--- config.mk ---
export PLATFORM = sky130hd
export DESIGN_NAME = input_debouncer
export DESIGN_NICKNAME = d
export VERILOG_FILES = /design/src/rtl/input_debouncer.sv
export SDC_FILE = /design/constraint.sdc
export NUM_CORES = 1
export LEC_CHECK = 0
export BUFFER_PORTS_ARGS = -buffer_cell sky130_fd_sc_hd__buf_2
export CAP_MARGIN = 20
export CORE_UTILIZATION = 64
export CTS_BUF_LIST = sky130_fd_sc_hd__clkbuf_4
export DETAILED_ROUTE_END_ITERATION = 8
export GPL_TIMING_DRIVEN = 0
export MAX_ROUTING_LAYER = met4
export PLACE_DENSITY_LB_ADDON = 0.08
export SLEW_MARGIN = 20
export SYNTH_ARGS = -nofsm -noshare
export SYNTH_HDL_FRONTEND = slang
export SYNTH_HIERARCHICAL = 1
export SYNTH_SLANG_ARGS = --single-unit
--- constraint.sdc ---
create_clock -name clock -period 5.6 [get_ports clock]
set_input_delay 0 -clock clock [delete_from_list [all_inputs] [get_ports clock]]
set_output_delay 0 -clock clock [all_outputs]
set_load 0.03 [all_outputs]
--- src/rtl/input_debouncer.sv ---
// input_debouncer
//   Multi-channel synchronizer and debouncer for raw board inputs
//   (push-buttons, slide switches, GPIO). Each channel synchronizes its pin
//   through two flops, then accepts a new level only after it has been seen
//   for DEBOUNCE_CYCLES consecutive clocks. Each accepted change produces a
//   one-cycle rise or fall pulse.
//
//   Ports:
//     clock      in   1      system clock, all state on rising edge
//     reset      in   1      asynchronous active-low reset
//     raw_in     in   WIDTH  unsynchronized pin levels
//     debounced  out  WIDTH  stable, synchronized level per channel
//     rise       out  WIDTH  one-cycle pulse on debounced 0->1
//     fall       out  WIDTH  one-cycle pulse on debounced 1->0

// Single-channel slice: 2-flop synchronizer, stability counter, and
// registered level/pulse outputs.
module input_debouncer_ch #(
   parameter int   DEBOUNCE_CYCLES = 120000,
   parameter logic RESET_VALUE     = 1'b0
) (
   input  logic clock,
   input  logic reset,
   input  logic raw_i,
   output logic deb_o,
   output logic rise_o,
   output logic fall_o
);
   localparam int            CW   = $clog2(DEBOUNCE_CYCLES) + 1;
   localparam logic [CW-1:0] LAST = CW'(DEBOUNCE_CYCLES - 1);

   logic          sync0_q, sync1_q;
   logic          deb_q, deb_d;
   logic          rise_q, rise_d;
   logic          fall_q, fall_d;
   logic [CW-1:0] cnt_q, cnt_d;

   // The counter only advances while below LAST and is cleared on accept or
   // on any return to the debounced level, so it can never wrap.
   always_comb begin
      cnt_d  = '0;
      deb_d  = deb_q;
      rise_d = 1'b0;
      fall_d = 1'b0;
      if (sync1_q != deb_q) begin
         if (cnt_q == LAST) begin
            deb_d  = sync1_q;
            rise_d = sync1_q;
            fall_d = ~sync1_q;
         end else begin
            cnt_d = cnt_q + CW'(1);
         end
      end
   end

   always_ff @(posedge clock or negedge reset) begin
      if (!reset) begin
         sync0_q <= RESET_VALUE;
         sync1_q <= RESET_VALUE;
         deb_q   <= RESET_VALUE;
         rise_q  <= 1'b0;
         fall_q  <= 1'b0;
         cnt_q   <= '0;
      end else begin
         sync0_q <= raw_i;
         sync1_q <= sync0_q;
         deb_q   <= deb_d;
         rise_q  <= rise_d;
         fall_q  <= fall_d;
         cnt_q   <= cnt_d;
      end
   end

   assign deb_o  = deb_q;
   assign rise_o = rise_q;
   assign fall_o = fall_q;

endmodule

module input_debouncer #(
   parameter int               WIDTH           = 3,
   parameter int               DEBOUNCE_CYCLES = 120000,
   parameter logic [WIDTH-1:0] RESET_VALUE     = {WIDTH{1'b0}}
) (
   input  logic             clock,
   input  logic             reset,
   input  logic [WIDTH-1:0] raw_in,
   output logic [WIDTH-1:0] debounced,
   output logic [WIDTH-1:0] rise,
   output logic [WIDTH-1:0] fall
);

   // Channels are fully independent: one slice (own counter) per input.
   for (genvar g = 0; g < WIDTH; g++) begin : g_ch
      input_debouncer_ch #(
         .DEBOUNCE_CYCLES (DEBOUNCE_CYCLES),
         .RESET_VALUE     (RESET_VALUE[g])
      ) u_ch (
         .clock  (clock),
         .reset  (reset),
         .raw_i  (raw_in[g]),
         .deb_o  (debounced[g]),
         .rise_o (rise[g]),
         .fall_o (fall[g])
      );
   end

endmodule

==> flow_metrics.env, run 1 <==
export IMPL_finalWirelength_um=6090
export IMPL_place_ws_ps=3660
export IMPL_leakagePower_nw=1.62
export IMPL_antenna_found_initial=0
export IMPL_synth_seq_cells=69
export IMPL_fillCellCount=348
export IMPL_num_nets_final=349
export IMPL_crit_start="g_ch[0].u_ch/cnt_q[1]"
export IMPL_port_buffers=13
export IMPL_start_kind="flop"
export IMPL_route_antenna_remaining_nets=0
export IMPL_drtIter0Drc=133
export IMPL_gp_congestion=0.830
export IMPL_worst_ep_required_time_ps=5900
export IMPL_max_freq_ghz=0.510
export IMPL_vias=2401
export IMPL_design_core_area_mm2=0.00517
export IMPL_power_switching_share_pct=25.2
export IMPL_dpl_hpwl_um=4180
export IMPL_setup_viol=0
export IMPL_crit_arrival_ps=2260
export IMPL_period_needed_ps=1960
export IMPL_cts_made_buffers=9
export IMPL_rows=26
export IMPL_die_y_um=75.6
export IMPL_netSwitchingPower_mw=0.209
export IMPL_fp_dieArea_mm2=0.00571
export IMPL_firstDrtPassIters=4
export IMPL_placedCellCount=396
export IMPL_clock_root_buffer="clkbuf_4"
export IMPL_start_util_pct=67.0
export IMPL_path_max_fanout=6
export IMPL_clk_pin_slew_worst_paths_ps=110
export IMPL_clk_latency_ps=410
export IMPL_syn_area_per_cell_um2=11.1
export IMPL_end_kind="flop"
export IMPL_h_tree_depth=3
export IMPL_ys_warn_count=6
export IMPL_max_cap_violations=0
export IMPL_vdd_drop_max_v=0.000166
export IMPL_dr_wl_met3_um=249
export IMPL_wl_met2_um=2830
export IMPL_finalHoldViolCount=0
export IMPL_clock_power_share_pct=33.6
export IMPL_seq_area_frac_synth_pct=49.8
export IMPL_p_int_mw=0.620
export IMPL_skew_ps=9.70
export IMPL_post_route_period_util_pct=35.0
export IMPL_relSlewSlack_pct=68.9
export IMPL_p_per_area_mw_per_mm2=218
export IMPL_syn_nets=320
export IMPL_status="finished, final reports clean"
export IMPL_cts_setup_buffers=0
export IMPL_cts_buffer_depth=2
export IMPL_rsz0062_at_grt="no"
export IMPL_wl_met1_um=2940
export IMPL_setup_tns_ps=0
export IMPL_pwr_share_comb_pct=4.1
export IMPL_syn_area_mm2=0.00346
export IMPL_grt_remaining_overflow=0
export IMPL_r2r_start="g_ch[0].u_ch/cnt_q[1]"
export IMPL_seqPwrFrac_pct=62.3
export IMPL_drive_gt1_share_pct=17.1
export IMPL_worstMarginPinSlew_ps=463
export IMPL_final_common_cell="dfrtp_1"
export IMPL_grt_total_usage_pct=25.7
export IMPL_cts_tree="done"
export IMPL_die_x_um=75.6
export IMPL_drc=0
export IMPL_final_cells=416
export IMPL_maxSlewViolCount=0
export IMPL_critPathKind="flop to flop"
export IMPL_grt_max_degree=45
export IMPL_layout_setup_ws_ps=3640
export IMPL_final_cell_mix="69 x dfrtp_1, 57 x nor2_1, 30 x xnor2_1"
export IMPL_num_io_pins=14
export IMPL_area_delta_synth_final_pct=9.64
export IMPL_diodes=0
export IMPL_grt_pass1_vias=2240
export IMPL_top_layer_used="met4"
export IMPL_hold_path_class="input pin to async pin"
export IMPL_cts_sinks=69
export IMPL_synthDistinctLibCells=27
export IMPL_synthCells=312
export IMPL_via_per_inst=5.77
export IMPL_grt_pass1_wl_um=10300
export IMPL_avgRoutedWirePerCell_um=14.6
logic make-up (layout without fill, tap and decap cells):
logic type	after synthesis	after routing	synth area share (%)
simple gates	165	165	30.1
flops	69	69	49.8
xor+xnor	42	42	10.6
compound gates	18	18	4.77
buf+inv	12	46	2.28
fa+ha+maj	3	3	1.08
mux	3	3	1.30
layer usage:
metal,up-vias,GRT usage [%]
li1,1186,-
met1,1153,33.9
met2,51,37.5
met3,11,8.33
met4,0,8.64
met5,-,-
cell usage after synthesis (all sizes together):
cell | n | share of area (%)
and4 | 6 | 1.5
nand4b | 3 | 2.1
nor2 | 57 | 6.2
o221ai | 6 | 1.5
inv | 6 | 0.65
a211oi | 3 | 0.65
buf | 6 | 1.6
ha | 3 | 1.1
nor3b | 6 | 1.3
dfrtp | 69 | 50
and3 | 12 | 2.2
nand2 | 12 | 1.3
or2 | 3 | 0.54
nor3 | 9 | 1.3
a21oi | 3 | 0.43
a31o | 3 | 0.76
nor4b | 6 | 4.1
mux2 | 3 | 1.3
xor2 | 12 | 3.0
nor4 | 15 | 3.3
nand3 | 18 | 2.6
o21ai | 3 | 1.4
xnor2 | 30 | 7.6
nand4 | 18 | 3.8
worst max-delay path, stage by stage, from the launching register on:
cell      delay [ps]
dfrtp_1          470
ha_1             260
nand4_2          190
or2_1            270
buf_6            140
nand4b_4         200
mux2_4           320
sequential cells by signal, summed over array words and instances (netlist names):
signal and count:
g_ch.u_ch/sync0_q 3, g_ch.u_ch/cnt_q 54, g_ch.u_ch/deb_o 3, g_ch.u_ch/rise_o 3, g_ch.u_ch/fall_o 3, g_ch.u_ch/sync1_q 3
path summary, 6_finish.rpt:
check / to / slack [ps] / cells past startpoint
setup / recovery: g_ch[0].u_ch/deb_o / 3640 / 6
hold / removal: g_ch[1].u_ch/cnt_q[16] / 30 / 2
setup reg to reg: g_ch[0].u_ch/deb_o / 3640 / 6
hold reg to reg: g_ch[2].u_ch/sync1_q / 370 / 0
max in group asynchronous: g_ch[0].u_ch/cnt_q[3] / 5050 / 3
min in group clock: g_ch[1].u_ch/sync0_q / 230 / 2
cell type report:
class                   instances  area (um2)  area share (%)
flip-flops and latches         69        1730            45.5
multi-input cells             231        1660            43.7
repair buffers                 18         128            3.36
well taps                      70        87.6            2.31
clock buffers                  11        82.6            2.17
plain buffers                   6        56.3            1.48
clock inverters                 5        36.3           0.955
inverters                       6        22.5           0.593
what timing repair did:
item                      CTS  global route
hold endpoints to repair   72             0
gates resized for setup     0             0
hold buffers                4             0
power by group through the flow:
stage	clock network [mW]	registers, mW	logic [mW]
2_1_floorplan	0	0.523	0.0162
3_3_place_gp	0	0.526	0.0305
3_5_place_dp	0	0.526	0.0329
4_1_cts	0.294	0.517	0.0354
5_1_grt	0.313	0.518	0.0400
6_report	0.278	0.517	0.0343
stage by stage:
stage	hold WS (ps)	power [mW]	area (um2)	utilization, %
after floorplan	-296	0.540	3460	-
after global placement	109	0.556	3620	69.9
after detailed placement	-70.2	0.559	3640	70.4
after CTS	3.86	0.846	3800	73.4
after global routing	35.3	0.872	3800	73.4
final	26.8	0.829	3800	73.4
Note: power is estimated with default switching activity, not from simulation.
==> inputs of run 2 (changes only) <==
- CORE_UTILIZATION: 64 -> 58
- clock period: 5.6 -> 1.65 ns (I/O delays scaled with it)
==> run 2 against run 1 <==
  * The run now ends with setup timing left
  * First-iteration DRC count decreased by 17%
  * Combinational power increased to 5.7 times the previous value
  * Clock-buffer cell count decreased by 2
  * Setup slack got worse by 3700 ps
  * Critical endpoint unchanged
  * Highest routed layer unchanged
==> flow_metrics.env, run 2 (synthesized netlist as in run 1, its figures left out) <==
export IMPL_status="finished, violations left"
export IMPL_violations="setup timing"
export IMPL_layout_setup_ws_ps=-9.77
export IMPL_p_per_area_mw_per_mm2=716
export IMPL_die_y_um=79.3
export IMPL_antenna_found_initial=0
export IMPL_cts_buffer_depth=2
export IMPL_setup_viol=1
export IMPL_finalHoldViolCount=0
export IMPL_p_int_mw=2.26
export IMPL_cts_tree="done"
export IMPL_netSwitchingPower_mw=0.759
export IMPL_num_io_pins=14
export IMPL_pwr_share_comb_pct=6.5
export IMPL_cts_made_buffers=9
export IMPL_reg2reg_slack_ps=-10
export IMPL_vias=2556
export IMPL_avgRoutedWirePerCell_um=15.5
export IMPL_num_nets_final=380
export IMPL_path_max_fanout=5
export IMPL_final_cell_mix="61 x dfrtp_1, 57 x nor2_1, 31 x buf_4"
export IMPL_firstDrtPassIters=4
export IMPL_worstMarginPinSlew_ps=490
export IMPL_gp_congestion=0.836
export IMPL_grt_remaining_overflow=0
export IMPL_holdPathEnd="g_ch[1].u_ch/sync0_q"
export IMPL_whs_path_depth=2
export IMPL_clk_latency_ps=410
export IMPL_start_kind="flop"
export IMPL_total_power_mw=3.02
export IMPL_seqPwrFrac_pct=58.0
export IMPL_skew_ps=12.1
export IMPL_drc=0
export IMPL_start_util_pct=61.4
export IMPL_r2r_end="g_ch[0].u_ch/deb_o"
export IMPL_rsz0062_at_grt="yes"
export IMPL_maxSlewViolCount=0
export IMPL_design_core_area_mm2=0.00564
export IMPL_route_antenna_remaining_nets=0
export IMPL_clock_root_buffer="clkbuf_4"
export IMPL_largest_register="g_ch.u_ch/cnt_q"
export IMPL_post_route_period_util_pct=101
export IMPL_vdd_drop_max_v=0.000487
export IMPL_period_needed_ps=1660
export IMPL_crit_arrival_ps=1970
export IMPL_leakagePower_nw=1.84
export IMPL_fp_dieArea_mm2=0.00629
export IMPL_finalWirelength_um=6930
export IMPL_dpl_hpwl_um=4260
export IMPL_via_per_inst=5.71
export IMPL_max_cap_violations=0
export IMPL_worst_ep_required_time_ps=1960
export IMPL_clock_power_share_pct=35.5
export IMPL_grt_pass1_wl_um=11800
export IMPL_final_common_cell="dfrtp_1"
export IMPL_clk_pin_slew_worst_paths_ps=120
export IMPL_relSlewSlack_pct=67.2
export IMPL_critPathKind="flop to flop"
export IMPL_drive_gt1_share_pct=29.0
export IMPL_place_ws_ps=-120
export IMPL_cts_sinks=69
export IMPL_r2r_start="g_ch[0].u_ch/cnt_q[1]"
export IMPL_largest_reg_flops=54
export IMPL_h_tree_depth=3
export IMPL_grt_max_degree=49
export IMPL_grt_total_usage_pct=25.2
export IMPL_hold_path_class="input pin to flop"
export IMPL_grt_pass1_vias=2536
export IMPL_area_delta_synth_final_pct=21.7
export IMPL_reg2reg_depth=6
export IMPL_max_freq_ghz=0.602
export IMPL_rows=27
export IMPL_holdCritStartpoint="raw_in[1]"
export IMPL_end_kind="flop"
export IMPL_port_buffers=13
export IMPL_die_x_um=79.3
export IMPL_power_switching_share_pct=25.1
export IMPL_drtIter0Drc=110
export IMPL_diodes=0
[run 2: changes by cell type in the layout (fill, tap and decap cells not counted), sizes merged]
| cell | change |
|---|---|
| bufinv | +1 |
| buf | +29 |
| dlygate4sd3 | +2 |
| clkbuf | -2 |
[run 2: layer usage]
layer / routed length [um] / GRT usage (%)
met5: 0 / -
met4: 89 / 10.9
met3: 198 / 4.37
met2: 3270 / 38.9
met1: 3380 / 32.8
[run 2: worst max path at each step]
stage | slack, ps | cells past startpoint | to | from
after floorplan | 4 | 6 | g_ch[0].u_ch/deb_o | g_ch[0].u_ch/cnt_q[0]
after global placement | -120 | 6 | g_ch[0].u_ch/deb_o | g_ch[0].u_ch/cnt_q[1]
after detailed placement | -120 | 6 | g_ch[2].u_ch/deb_o | g_ch[2].u_ch/cnt_q[0]
after CTS | -50 | 6 | g_ch[0].u_ch/deb_o | g_ch[0].u_ch/cnt_q[0]
after global routing | -90 | 6 | g_ch[0].u_ch/deb_o | g_ch[0].u_ch/cnt_q[1]
final | -10 | 6 | g_ch[0].u_ch/deb_o | g_ch[0].u_ch/cnt_q[1]
[run 2: critical path, stage by stage, from the launching register on]
cell      delay [ps]
dfrtp_2          420
ha_4             160
nand4_4          100
or2_1            240
buf_6            140
nand4b_4         190
mux2_4           310
[run 2: repair_timing]
item / CTS / global route
endpoints found under the setup margin: 45 / 45
hold endpoints to repair: 72 / 0
buffers inserted: 16 / 14
gates resized for setup: 9 / 9
hold buffers: 6 / 0
pin swaps: 11 / 14
[run 2: power by group through the flow]
stage               Combinational (mW)  Sequential (mW)  Clock [mW]
floorplan                       0.0620             1.79           0
global placement                 0.114             1.80           0
detailed placement               0.125             1.80           0
CTS                              0.181             1.75        1.10
global route                     0.218             1.75        1.17
finish                           0.197             1.75        1.07
[run 2: per-stage QoR]
step	utilization [%]	TNS, ps	std cells	hold slack, ps	instance area, um2
5_1_grt	74.7	-124	448	225	4220
6_report	74.7	-9.77	448	230	4220
4_1_cts	72.4	-93.7	435	209	4090
2_1_floorplan	-	0	312	-296	3540
3_5_place_dp	66.0	-3070	398	-90.8	3720
3_3_place_gp	65.4	-2880	397	107	3690
[run 2: area by class of cell]
type | count | area (um2)
well taps | 72 | 90.1
plain buffers | 5 | 56.3
repair buffers | 50 | 380
inverters | 6 | 22.5
clock buffers | 9 | 67.6
flip-flops and latches | 69 | 1740
fillers | 358 | 1430
clock inverters | 6 | 63.8
multi-input cells | 231 | 1800
==> inputs of run 3 (changes only) <==
- ABC_AREA: unset -> 1
- MAX_ROUTING_LAYER: met4 -> unset
==> run 3 against run 2 <==
  * The flow now finishes without violations
  * Clock skew shrank 5.1 ps
  * Worst hold slack lost 170 ps
  * Non-clock buffer count shrank 35
  * Global-route usage shrank 1.8 points
  * Via count grew 10%
  * Synthesized cell count grew 46%
  * Setup slack gained 110 ps
  * Core utilization shrank 8.1 points
  * Sequential share of layout area grew 2.3 points
  * Critical endpoint is now g_ch[0].u_ch/cnt_q[12]
  * Largest power group unchanged
==> flow_metrics.env, run 3 <==
export IMPL_gp_congestion=0.844
export IMPL_clock_root_buffer="clkbuf_4"
export IMPL_syn_area_per_cell_um2=7.88
export IMPL_design_core_area_mm2=0.00596
export IMPL_path_max_fanout=10
export IMPL_post_route_period_util_pct=93.8
export IMPL_clk_pin_slew_worst_paths_ps=110
export IMPL_finalHoldViolCount=0
export IMPL_seq_area_frac_synth_pct=48.1
export IMPL_vias=2821
export IMPL_max_freq_ghz=0.646
export IMPL_largest_register="g_ch.u_ch/cnt_q"
export IMPL_max_cap_violations=0
export IMPL_period_needed_ps=1550
export IMPL_grt_pass1_wl_um=11500
export IMPL_synth_area_leaders="dfrtp_1 48%, nor2_1 12%, nand2_1 9.4%, inv_1 5.6%, nand3_1 4.2%"
export IMPL_avgRoutedWirePerCell_um=11.8
export IMPL_start_util_pct=60.3
export IMPL_die_x_um=80.7
export IMPL_ys_top_cells_by_count="111 x nor2_1, 90 x nand2_1, 69 x dfrtp_1, 54 x inv_1, 30 x nand3_1"
export IMPL_cts_made_buffers=9
export IMPL_clk_latency_ps=400
export IMPL_synthCells=456
export IMPL_diodes=0
export IMPL_num_io_pins=14
export IMPL_area_delta_synth_final_pct=10.5
export IMPL_rsz0062_at_grt="no"
export IMPL_critPathKind="flop to flop"
export IMPL_antenna_found_initial=0
export IMPL_syn_nets=464
export IMPL_worstMarginPinSlew_ps=364
export IMPL_synthDistinctLibCells=18
export IMPL_grt_remaining_overflow=0
export IMPL_cts_buffer_depth=2
export IMPL_grt_total_usage_pct=23.4
export IMPL_route_antenna_remaining_nets=0
export IMPL_rows=28
export IMPL_synth_top_area_share_pct=48.1
export IMPL_setup_tns_ps=0
export IMPL_final_cell_mix="108 x nor2_1, 90 x nand2_1, 69 x dfrtp_1"
export IMPL_p_int_mw=2.24
export IMPL_drive_gt1_share_pct=15.4
export IMPL_post_synth_top_area_cell="dfrtp_1"
export IMPL_pwr_share_comb_pct=4.3
export IMPL_via_per_inst=4.98
export IMPL_grt_max_degree=44
export IMPL_power_switching_share_pct=23.5
export IMPL_async_flop_share_pct=100
export IMPL_drtIter0Drc=147
export IMPL_synth_seq_cells=69
export IMPL_vdd_drop_max_v=0.000426
export IMPL_relSlewSlack_pct=75.7
export IMPL_ys_warn_count=6
export IMPL_end_kind="flop"
export IMPL_synth_edf_count=0
export IMPL_netSwitchingPower_mw=0.688
export IMPL_yosysMostFrequentCell="nor2_1"
export IMPL_leakagePower_nw=1.72
export IMPL_firstDrtPassIters=4
export IMPL_fp_dieArea_mm2=0.00651
export IMPL_finalWirelength_um=6700
export IMPL_cts_sinks=69
export IMPL_design_area_mm2=0.00397
export IMPL_cts_tree="done"
export IMPL_syn_area_mm2=0.00359
export IMPL_dpl_hpwl_um=4780
export IMPL_clock_power_share_pct=36.4
export IMPL_num_nets_final=495
export IMPL_status="finished, final reports clean"
export IMPL_grt_pass1_vias=2681
export IMPL_port_buffers=13
export IMPL_hold_path_class="input pin to async pin"
export IMPL_start_kind="flop"
export IMPL_synthFlopType="dfrtp_1"
export IMPL_setup_viol=0
export IMPL_die_y_um=80.7
export IMPL_h_tree_depth=3
export IMPL_dpl_cell_area_mm2=0.00377
export IMPL_drc=0
export IMPL_seqPwrFrac_pct=59.2
export IMPL_final_common_cell="nor2_1"
export IMPL_p_per_area_mw_per_mm2=738
export IMPL_maxSlewViolCount=0
export IMPL_largest_reg_flops=54
export IMPL_skew_ps=7.00
export IMPL_worst_ep_required_time_ps=1950
export IMPL_crit_arrival_ps=1840
-- run 3: timing repair --
action / CTS / global route
hold endpoints to repair: 72 / 0
gates resized for setup: 0 / 3
buffers inserted: 0 / 2
endpoints found under the setup margin: 0 / 31
hold buffers: 4 / 0
-- run 3: kinds of logic (layout without fill, tap and decap cells) --
family | after synthesis | in the layout | share of synthesized area [%]
flops | 69 | 69 | 48.1
xor+xnor | 24 | 24 | 5.85
compound gates | 18 | 18 | 2.72
fa+ha+maj | 3 | 3 | 1.05
buf+inv | 54 | 90 | 5.64
simple gates | 288 | 288 | 36.7
-- run 3: area by class of cell --
class	count	area, um2
inverters	54	203
well taps	75	93.8
repair buffers	20	143
clock inverters	5	51.3
flip-flops and latches	69	1730
fillers	509	1990
clock buffers	11	82.6
multi-input cells	333	1670
-- run 3: path summary, 6_finish.rpt --
path	from	end	slack, ps	depth (start not counted)
max reg2reg	g_ch[0].u_ch/cnt_q[0]	g_ch[0].u_ch/cnt_q[12]	100	6
min reg2reg	g_ch[0].u_ch/sync0_q	g_ch[0].u_ch/sync1_q	360	0
max	g_ch[0].u_ch/cnt_q[0]	g_ch[0].u_ch/cnt_q[12]	100	6
min in group clock	raw_in[1]	g_ch[1].u_ch/sync0_q	240	2
max in group asynchronous	reset	g_ch[1].u_ch/cnt_q[8]	1050	3
min	reset	g_ch[2].u_ch/cnt_q[16]	60	2
-- run 3: worst max-delay path, cell delays in order (launching register included) --
cell     delay (ps)
dfrtp_1         430
ha_1            220
nand3_1         160
nor2_4          170
nand3_2         200
nand2_4         190
nor2_1           70
-- run 3: power by group through the flow --
stage / logic (mW) / registers [mW] / clock network [mW]
2_1_floorplan: 0.0545 / 1.77 / 0
3_3_place_gp: 0.107 / 1.77 / 0
3_5_place_dp: 0.116 / 1.77 / 0
4_1_cts: 0.124 / 1.74 / 1.11
5_1_grt: 0.147 / 1.74 / 1.17
6_report: 0.127 / 1.74 / 1.07
-- run 3: metal layers --
metal,routed length [um],track usage (%)
met1,3230,29.5
met3,133,3.75
met4,89,10.5
met5,0,0
met2,3250,39.6
-- run 3: per-stage QoR --
step	utilization (%)	cells	power (mW)	hold WS (ps)	setup slack [ps]
2_1_floorplan	-	456	1.82	-296	320
3_3_place_gp	63.0	544	1.88	110	100
3_5_place_dp	63.4	545	1.89	-65.0	50.0
4_1_cts	66.3	565	2.97	24.0	41.8
5_1_grt	66.7	567	3.06	69.9	1.59
6_report	66.7	567	2.93	62.3	103
